### config.mk
export PLATFORM = sky130hd
export DESIGN_NAME = decode_stage
export DESIGN_NICKNAME = d
export VERILOG_FILES = /design/src/rtl/decode_stage.sv
export SDC_FILE = /design/constraint.sdc
export NUM_CORES = 1
export LEC_CHECK = 0
export CAP_MARGIN = 30
export CORE_MARGIN = 3
export CORE_UTILIZATION = 35
export CTS_CLUSTER_DIAMETER = 80
export DETAILED_ROUTE_END_ITERATION = 10
export MAX_ROUTING_LAYER = met4
export PLACE_DENSITY_LB_ADDON = 0.25
export SYNTH_ARGS = -nofsm -noshare
export SYNTH_HDL_FRONTEND = slang
export SYNTH_SLANG_ARGS = --single-unit
export TNS_END_PERCENT = 20
### constraint.sdc
create_clock -name clk_i -period 3.5 [get_ports clk_i]
set_clock_uncertainty 0.05 [all_clocks]
set_input_delay 0.875 -clock clk_i [delete_from_list [all_inputs] [get_ports clk_i]]
set_output_delay 0.875 -clock clk_i [all_outputs]
set_load 0.05 [all_outputs]
### src/rtl/decode_stage.sv
// decode_stage: ARM decode stage of a 5-stage pipeline.
// Decodes data-processing, LDR/STR and B/BL into a registered ID/EX bundle,
// raises a combinational load-use stall back to fetch and honours the
// execute-stage flush.
// Optional feature: define DECODE_IMM_ROTATE_EN to apply the ARM rotate
// (ROR by 2*inst[11:8]) to the data-processing immediate; otherwise the
// immediate is the zero-extended inst[7:0].
//
// Handshake: an instruction is consumed at a rising edge when
// valid_i && !stall_o. While stall_o is high, fetch must hold inst_i/pc_i
// stable. valid_o qualifies the whole ID/EX bundle. When valid_o is low,
// reg_write_o, pc_write_o, is_load_o and is_store_o are also low.
module decode_stage #(
  parameter bit NOP_ON_NV = 1'b1
) (
  input  logic        clk_i,
  input  logic        reset_n_i,
  input  logic        valid_i,
  input  logic [31:0] inst_i,
  input  logic [31:0] pc_i,
  input  logic        flush_i,
  output logic        stall_o,
  output logic        valid_o,
  output logic [31:0] pc_o,
  output logic [3:0]  cond_o,
  output logic [3:0]  opcode_o,
  output logic        set_flags_o,
  output logic [3:0]  rn_o,
  output logic [3:0]  rd_o,
  output logic [3:0]  rm_o,
  output logic [31:0] imm_o,
  output logic        use_imm_o,
  output logic        is_load_o,
  output logic        is_store_o,
  output logic        is_branch_o,
  output logic        is_link_o,
  output logic        reg_write_o,
  output logic        pc_write_o,
  output logic [31:0] branch_target_o
);

  typedef struct packed {
    logic [31:0] pc;
    logic [3:0]  cond;
    logic [3:0]  opcode;
    logic        set_flags;
    logic [3:0]  rn;
    logic [3:0]  rd;
    logic [3:0]  rm;
    logic [31:0] imm;
    logic        use_imm;
    logic        is_load;
    logic        is_store;
    logic        is_branch;
    logic        is_link;
    logic        reg_write;
    logic        pc_write;
    logic [31:0] branch_target;
  } id_ex_t;

  id_ex_t      q;
  id_ex_t      d;
  logic        q_valid;
  logic        nv_bubble;
  logic        is_dp, is_ls, is_br, dec_bubble;
  logic        reads_rn, reads_rm, reads_rd;
  logic        hazard;
  logic [31:0] dp_imm;
  logic [31:0] br_off;

  assign br_off = {{6{inst_i[23]}}, inst_i[23:0], 2'b00};

`ifdef DECODE_IMM_ROTATE_EN
  logic [4:0]  rot_amt;
  logic [63:0] rot_w;
  assign rot_amt = {inst_i[11:8], 1'b0};
  // Rotate right: shifting the doubled word keeps the bits that wrap around.
  assign rot_w   = {2{24'b0, inst_i[7:0]}} >> rot_amt;
  assign dp_imm  = rot_w[31:0];
`else
  assign dp_imm  = {24'b0, inst_i[7:0]};
`endif

  // Instruction class; cond==NV becomes a bubble only when NOP_ON_NV is set.
  always_comb begin
    nv_bubble  = NOP_ON_NV && (inst_i[31:28] == 4'hF);
    is_dp      = !nv_bubble && (inst_i[27:26] == 2'b00);
    is_ls      = !nv_bubble && (inst_i[27:26] == 2'b01);
    is_br      = !nv_bubble && (inst_i[27:26] == 2'b10) && inst_i[25];
    dec_bubble = !(is_dp || is_ls || is_br);
  end

  // Build the next ID/EX bundle from the incoming instruction.
  always_comb begin
    d               = '0;
    d.pc            = pc_i;
    d.cond          = inst_i[31:28];
    d.branch_target = pc_i + 32'd8 + br_off;
    if (is_dp) begin
      d.opcode    = inst_i[24:21];
      d.set_flags = inst_i[20];
      d.rn        = inst_i[19:16];
      d.rd        = inst_i[15:12];
      d.rm        = inst_i[3:0];
      d.use_imm   = inst_i[25];
      d.imm       = inst_i[25] ? dp_imm : 32'd0;
      // TST/TEQ/CMP/CMN (opcodes 8..11) only set flags.
      d.reg_write = (inst_i[24:23] != 2'b10);
    end else if (is_ls) begin
      d.rn        = inst_i[19:16];
      d.rd        = inst_i[15:12];
      d.rm        = inst_i[3:0];
      d.use_imm   = ~inst_i[25];
      d.imm       = {20'b0, inst_i[11:0]};
      d.is_load   = inst_i[20];
      d.is_store  = ~inst_i[20];
      d.reg_write = inst_i[20];
    end else if (is_br) begin
      d.is_branch = 1'b1;
      d.is_link   = inst_i[24];
      d.rd        = inst_i[24] ? 4'd14 : 4'd0;
      d.reg_write = inst_i[24];
      d.imm       = br_off;
    end
    d.pc_write = d.reg_write && (d.rd == 4'd15);
  end

  // Source registers the incoming instruction reads, compared with the load in ID/EX.
  always_comb begin
    reads_rn = 1'b0;
    reads_rm = 1'b0;
    reads_rd = 1'b0;
    if (is_dp) begin
      // MOV/MVN (13/15) ignore rn.
      reads_rn = !(inst_i[24] && inst_i[23] && inst_i[21]);
      reads_rm = ~inst_i[25];
    end else if (is_ls) begin
      reads_rn = 1'b1;
      reads_rm = inst_i[25];
      reads_rd = ~inst_i[20];
    end
    hazard = (reads_rn && (inst_i[19:16] == q.rd)) ||
             (reads_rm && (inst_i[3:0]   == q.rd)) ||
             (reads_rd && (inst_i[15:12] == q.rd));
    stall_o = reset_n_i && valid_i && q_valid && q.is_load && !flush_i && hazard;
  end

  // ID/EX register: reset > flush > stall > load; any bubble clears the side-effect flags.
  always_ff @(posedge clk_i) begin
    if (!reset_n_i) begin
      q       <= '0;
      q_valid <= 1'b0;
    end else if (flush_i || stall_o || !valid_i || dec_bubble) begin
      q_valid     <= 1'b0;
      q.reg_write <= 1'b0;
      q.pc_write  <= 1'b0;
      q.is_load   <= 1'b0;
      q.is_store  <= 1'b0;
    end else begin
      q       <= d;
      q_valid <= 1'b1;
    end
  end

  assign valid_o         = q_valid;
  assign pc_o            = q.pc;
  assign cond_o          = q.cond;
  assign opcode_o        = q.opcode;
  assign set_flags_o     = q.set_flags;
  assign rn_o            = q.rn;
  assign rd_o            = q.rd;
  assign rm_o            = q.rm;
  assign imm_o           = q.imm;
  assign use_imm_o       = q.use_imm;
  assign is_load_o       = q.is_load;
  assign is_store_o      = q.is_store;
  assign is_branch_o     = q.is_branch;
  assign is_link_o       = q.is_link;
  assign reg_write_o     = q.reg_write;
  assign pc_write_o      = q.pc_write;
  assign branch_target_o = q.branch_target;

endmodule

---- Word-level counts from Yosys, hierarchy flattened ----
Index checks and enable logic that the tools add are counted.
storage, ports and cells
  logic and storage cells ................. 84
  bits in registers ....................... 125
operators by class
  equality and inequality tests ........... 8
  reduce and logical (&&, ||, !) cells .... 30
  muxes and demuxes ....................... 23
  add/sub/neg operators ................... 2
  bitwise logic cells ..................... 4
operators with widths
  kind                                                              number
  32-bit two-way mux                                                2
  45-bit two-way mux                                                1
  32-bit adder                                                      1
  32-bit by 4-bit adder with 32-bit output (second input constant)  1
  4-bit two-way mux                                                 5
  1-bit logical AND                                                 15
  4-bit == test                                                     3
  1-bit two-way mux                                                 9
  4-bit == test (second input constant)                             2
  8-bit two-way mux                                                 1
  1-bit logical OR                                                  7
  3-bit two-way mux                                                 2
  1-bit logical NOT                                                 5
  5-bit two-way mux                                                 1
  2-bit two-way mux                                                 2
  1-bit NOT                                                         4
  4-bit OR reduction                                                1
  2-bit by 1-bit == test with 1-bit output (second input constant)  1
  2-bit == test (second input constant)                             1
  2-bit logical NOT                                                 1
  2-bit inequality test (second input constant)                     1
  2-bit OR reduction                                                1

---- Depth between registers and ports, before layout ----
  depth after elaboration ................. 13
  gate-level depth with buffers ........... 12

---- Worst setup path before layout ----
No wires, ideal clock.
  path kind ............................... input -> register
  start ................................... input port inst_i[1]
  end ..................................... register q (netlist bit branch_target_o[31])
  path slack .............................. 135 ps
  cell stages on the path ................. 12
  arrival time ............................ 3182 ps
  setup time .............................. 133 ps
  data required time ...................... 3317 ps
  cell sequence ........................... inv_1 ha_1 inv_1 ha_1 fa_1 a21oi_1 o21ai_0 a221oi_2 o21bai_1 o311ai_1 mux2i_1 o21ai_0
on the way
  longest elaborated chain between the ends .. 8
  elaborated cells on any way between the ends .. 9
  those cells by class .................... add/sub: 1; eq/ne: 1; reduce/logical: 7
RTL lines
  item                                                                  RTL line  text
  start, declared                                                       19        input logic [31:0] inst_i,
  parallel branches: the longest is 8 deep, another holds 32-bit adder  n/a
  end, declared                                                         61        id_ex_t q;
Parallel ways; which one is timed is not known.
A chain may end at the register's enable or synchronous reset.

---- Final worst setup path ----
  start ................................... input port inst_i[1]
  end ..................................... register q (netlist bit branch_target_o[25])
The elaborated chain is that of the path after synthesis.

==> flow_summary.json <==
{
  "synth.net_count": 906,
  "unrepaired_setup_endpoints_after_global_routing": "yes",
  "grt_pass1_wl_um": 34000,
  "clk-insertion-delay-late_ps": 430,
  "final_cell_count_no_fill": 1267,
  "post_synth_most_frequent_cells": "sky130_fd_sc_hd__nand2_1, sky130_fd_sc_hd__dfxtp_1, sky130_fd_sc_hd__a21oi_1, sky130_fd_sc_hd__ha_1, sky130_fd_sc_hd__nand3_1",
  "nFillCells": 1673,
  "min-delay-path-class": "flop to flop",
  "grt_start_max_net_pins": 51,
  "synth_area_leader_cell": "sky130_fd_sc_hd__dfxtp_1",
  "globalRouteOverflowTotal": 0,
  "switching_share": 0.316,
  "flop_pwr_share": 0.321,
  "final.setup.tns_ps": 0,
  "max_cap_violations": 0,
  "worst-slew-pin-transition_ps": 604,
  "routed-via-count": 6533,
  "layer_with_the_highest_usage": "met2",
  "setup.worst_path.end_class": "flop",
  "cts_h_tree_lvls": 4,
  "numPlacedInstances": 1234,
  "syn_inst": 780,
  "grt_use_met1": 0.308,
  "number_of_enable_type_register_cells_in_the_synthesized_netlist": 0,
  "number_of_global_route_vias_before_repair": 6237,
  "internal_power_mw": 3.02,
  "outcome": "finished, final reports clean",
  "synthTopCellsByArea": "sky130_fd_sc_hd__dfxtp_1, sky130_fd_sc_hd__ha_1, sky130_fd_sc_hd__nand2_1",
  "yosys.cell_types.count": 57,
  "synth_top_area_share": 0.367,
  "drt_first_iter_violations": 326,
  "yosysWarnings": 0,
  "final_hold_viol_count": 0,
  "p_leak_nw": 3.85,
  "drt-vias-per-instance": 5.16,
  "p_switching_mw": 1.40,
  "postSynth.topFlopCell": "sky130_fd_sc_hd__dfxtp_1",
  "fin_crit_ps": 3410,
  "worst_setup_hold_path_clk_slew_ps": 60,
  "tritoncts": "done",
  "wl_um": 22000,
  "synth_area_mm2": 0.00638,
  "p_comb_frac": 0.269,
  "fp.coreArea_mm2": 0.0176,
  "area_growth_pct": 53.0,
  "setup_violations": 0,
  "max-slew-margin-rel": 0.596,
  "final_net_count": 1155,
  "cts-buffers-inserted": 17,
  "antenna_found_initial": 0,
  "cts_max_path_buffers": 2,
  "timing.critical_path.from_type": "primary input",
  "number_of_synthesized_register_bits": 117,
  "antenna_violating_nets_post_route": 0,
  "worst_ir_drop_vdd_mv": 0.351,
  "routing_usage_on_met3": 0.0563,
  "met2_routing_resource_usage_after_global_routing": 0.331,
  "die_width_um": 141,
  "synth_most_common_cell": "sky130_fd_sc_hd__nand2_1",
  "cp.required_ps": 3760,
  "design.portCount": 194,
  "numClockSinks": 117,
  "timing_max_transition_violations_final": 0,
  "p_per_area_mw_per_mm2": 452,
  "worst_ep_arrival_ps": 3670,
  "place.gp.congestion": 0.887,
  "routed_wl_per_cell_um": 17.4,
  "all_layer_gr_usage": 0.223,
  "syn-mean-instance-area_um2": 8.18,
  "worstSetupPathType": "primary input to flop",
  "buffer_ports.inserted": 193,
  "place_hpwl_um": 16600,
  "n_antenna_cell": 0,
  "start_util": 0.362,
  "sequential_cell_area_fraction_in_the_yosys_report": 0.367,
  "rows": 48,
  "layout_worst_path_cycle_share": 0.974,
  "drive_above_1_share": 0.145,
  "top_fanout_value_on_the_critical_path": 3,
  "timing.fmax_mhz": 293,
  "dieArea_mm2": 0.0199,
  "chipHeight_um": 141,
  "drtPass1Iterations": 5,
  "clockRootBuffer": "sky130_fd_sc_hd__clkbuf_16",
  "postSynth.asyncResetShare": 0,
  "power.share.clock": 0.410,
  "detail_route.drc_violations": 0
}
placed cells by master (no fill, tap or decap), types with 3 or more instances in the layout:
cell / count
sky130_fd_sc_hd__o21ai_0: 19
sky130_fd_sc_hd__a21o_1: 11
sky130_fd_sc_hd__a21oi_1: 105
sky130_fd_sc_hd__ha_1: 57
sky130_fd_sc_hd__dfxtp_1: 117
sky130_fd_sc_hd__clkinv_4: 4
sky130_fd_sc_hd__o21a_1: 5
sky130_fd_sc_hd__mux2i_1: 3
sky130_fd_sc_hd__nand3_1: 38
sky130_fd_sc_hd__xnor2_1: 20
sky130_fd_sc_hd__and3_1: 3
sky130_fd_sc_hd__nand2_1: 162
sky130_fd_sc_hd__xor2_1: 17
sky130_fd_sc_hd__inv_6: 3
sky130_fd_sc_hd__clkdlybuf4s50_1: 191
sky130_fd_sc_hd__nand4_1: 15
sky130_fd_sc_hd__and4_1: 3
sky130_fd_sc_hd__nor2_1: 31
sky130_fd_sc_hd__nor3_1: 15
sky130_fd_sc_hd__buf_4: 88
sky130_fd_sc_hd__inv_1: 10
sky130_fd_sc_hd__bufinv_16: 3
sky130_fd_sc_hd__a31oi_1: 13
sky130_fd_sc_hd__o211ai_1: 3
sky130_fd_sc_hd__nand2b_1: 4
sky130_fd_sc_hd__and2_1: 4
sky130_fd_sc_hd__a211oi_2: 5
sky130_fd_sc_hd__buf_12: 7
sky130_fd_sc_hd__a22o_1: 17
sky130_fd_sc_hd__clkbuf_16: 17
repair_timing:
item | CTS | global route
hold buffers | 0 | 0
gates cloned | 0 | 0
gates resized for setup | 6 | 8
pin swaps | 2 | 2
endpoints found under the setup margin | 7 | 8
setup buffers | 1 | 0
critical path, cell delays in order:
cell                              delay [ps]
sky130_fd_sc_hd__clkdlybuf4s50_1         520
sky130_fd_sc_hd__inv_1                    60
sky130_fd_sc_hd__ha_1                    270
sky130_fd_sc_hd__inv_1                    40
sky130_fd_sc_hd__ha_1                    220
sky130_fd_sc_hd__fa_2                    360
sky130_fd_sc_hd__a21oi_2                 190
sky130_fd_sc_hd__o21ai_2                 110
sky130_fd_sc_hd__buf_4                   160
sky130_fd_sc_hd__a221o_1                 350
sky130_fd_sc_hd__a21oi_2                 160
sky130_fd_sc_hd__o21ai_0                 130
sky130_fd_sc_hd__xnor2_1                 150
sky130_fd_sc_hd__a21oi_1                  80
logic make-up after synthesis:
family	count (synthesis)	synth area share
mux	3	0.00471
simple gates	288	0.200
compound gates	209	0.207
flops	117	0.367
fa+ha+maj	58	0.115
xor+xnor	37	0.0508
buf+inv	68	0.0547
registers in the layout, indices dropped and copies added, names as in the netlist, 4 cells and up:
register / cells
imm_o: 26
rn_o: 4
opcode_o: 4
branch_target_o: 30
rm_o: 4
cond_o: 4
pc_o: 32
rd_o: 4
final timing paths:
path                                start             endpoint  slack (ps)  cells after the start
worst max-delay path            inst_i[1]  branch_target_o[25]          90                     14
worst min-delay path              rn_o[0]              rn_o[0]         400                      2
worst max register to register    rd_o[3]  branch_target_o[31]        1210                      9
worst min register to register    rn_o[0]              rn_o[0]         400                      2
per-layer routing:
metal / wire length [um] / vias to the layer above / part of all wire
li1: - / 3253 / -
met1: 10700 / 3022 / 0.49
met2: 9540 / 234 / 0.43
met3: 1470 / 24 / 0.067
met4: 338 / 0 / 0.015
met5: 0 / - / 0
power groups by stage:
stage | logic (mW) | clock network [mW] | registers (mW)
after floorplan | 0.494 | 0 | 1.62
after global placement | 1.15 | 0 | 1.45
after detailed placement | 1.15 | 0 | 1.45
after CTS | 1.18 | 1.84 | 1.42
after global routing | 1.29 | 1.91 | 1.42
final | 1.19 | 1.81 | 1.42
metrics by stage:
stage / utilization / hold slack, ps / area (um^2) / power, mW / worst slack (ps)
3_3_place_gp: 0.516 / 388 / 9080 / 2.60 / -587
2_1_floorplan: - / 617 / 6380 / 2.11 / 135
6_report: 0.555 / 400 / 9760 / 4.41 / 92.6
5_1_grt: 0.555 / 419 / 9760 / 4.62 / -28.7
4_1_cts: 0.553 / 401 / 9730 / 4.44 / 29.8
3_5_place_dp: 0.516 / 393 / 9080 / 2.60 / -639
cell type report:
class / instances / area, um^2 / share of cell area
clock buffer: 18 / 429 / 0.0440
clock inverter: 14 / 176 / 0.0181
inverter: 11 / 41.3 / 0.00423
multi-input combinational: 595 / 3760 / 0.386
sequential: 117 / 2340 / 0.240
tap: 225 / 282 / 0.0288
timing repair buffer: 287 / 2730 / 0.279
No activity file was read; power rests on OpenSTA's default activity.
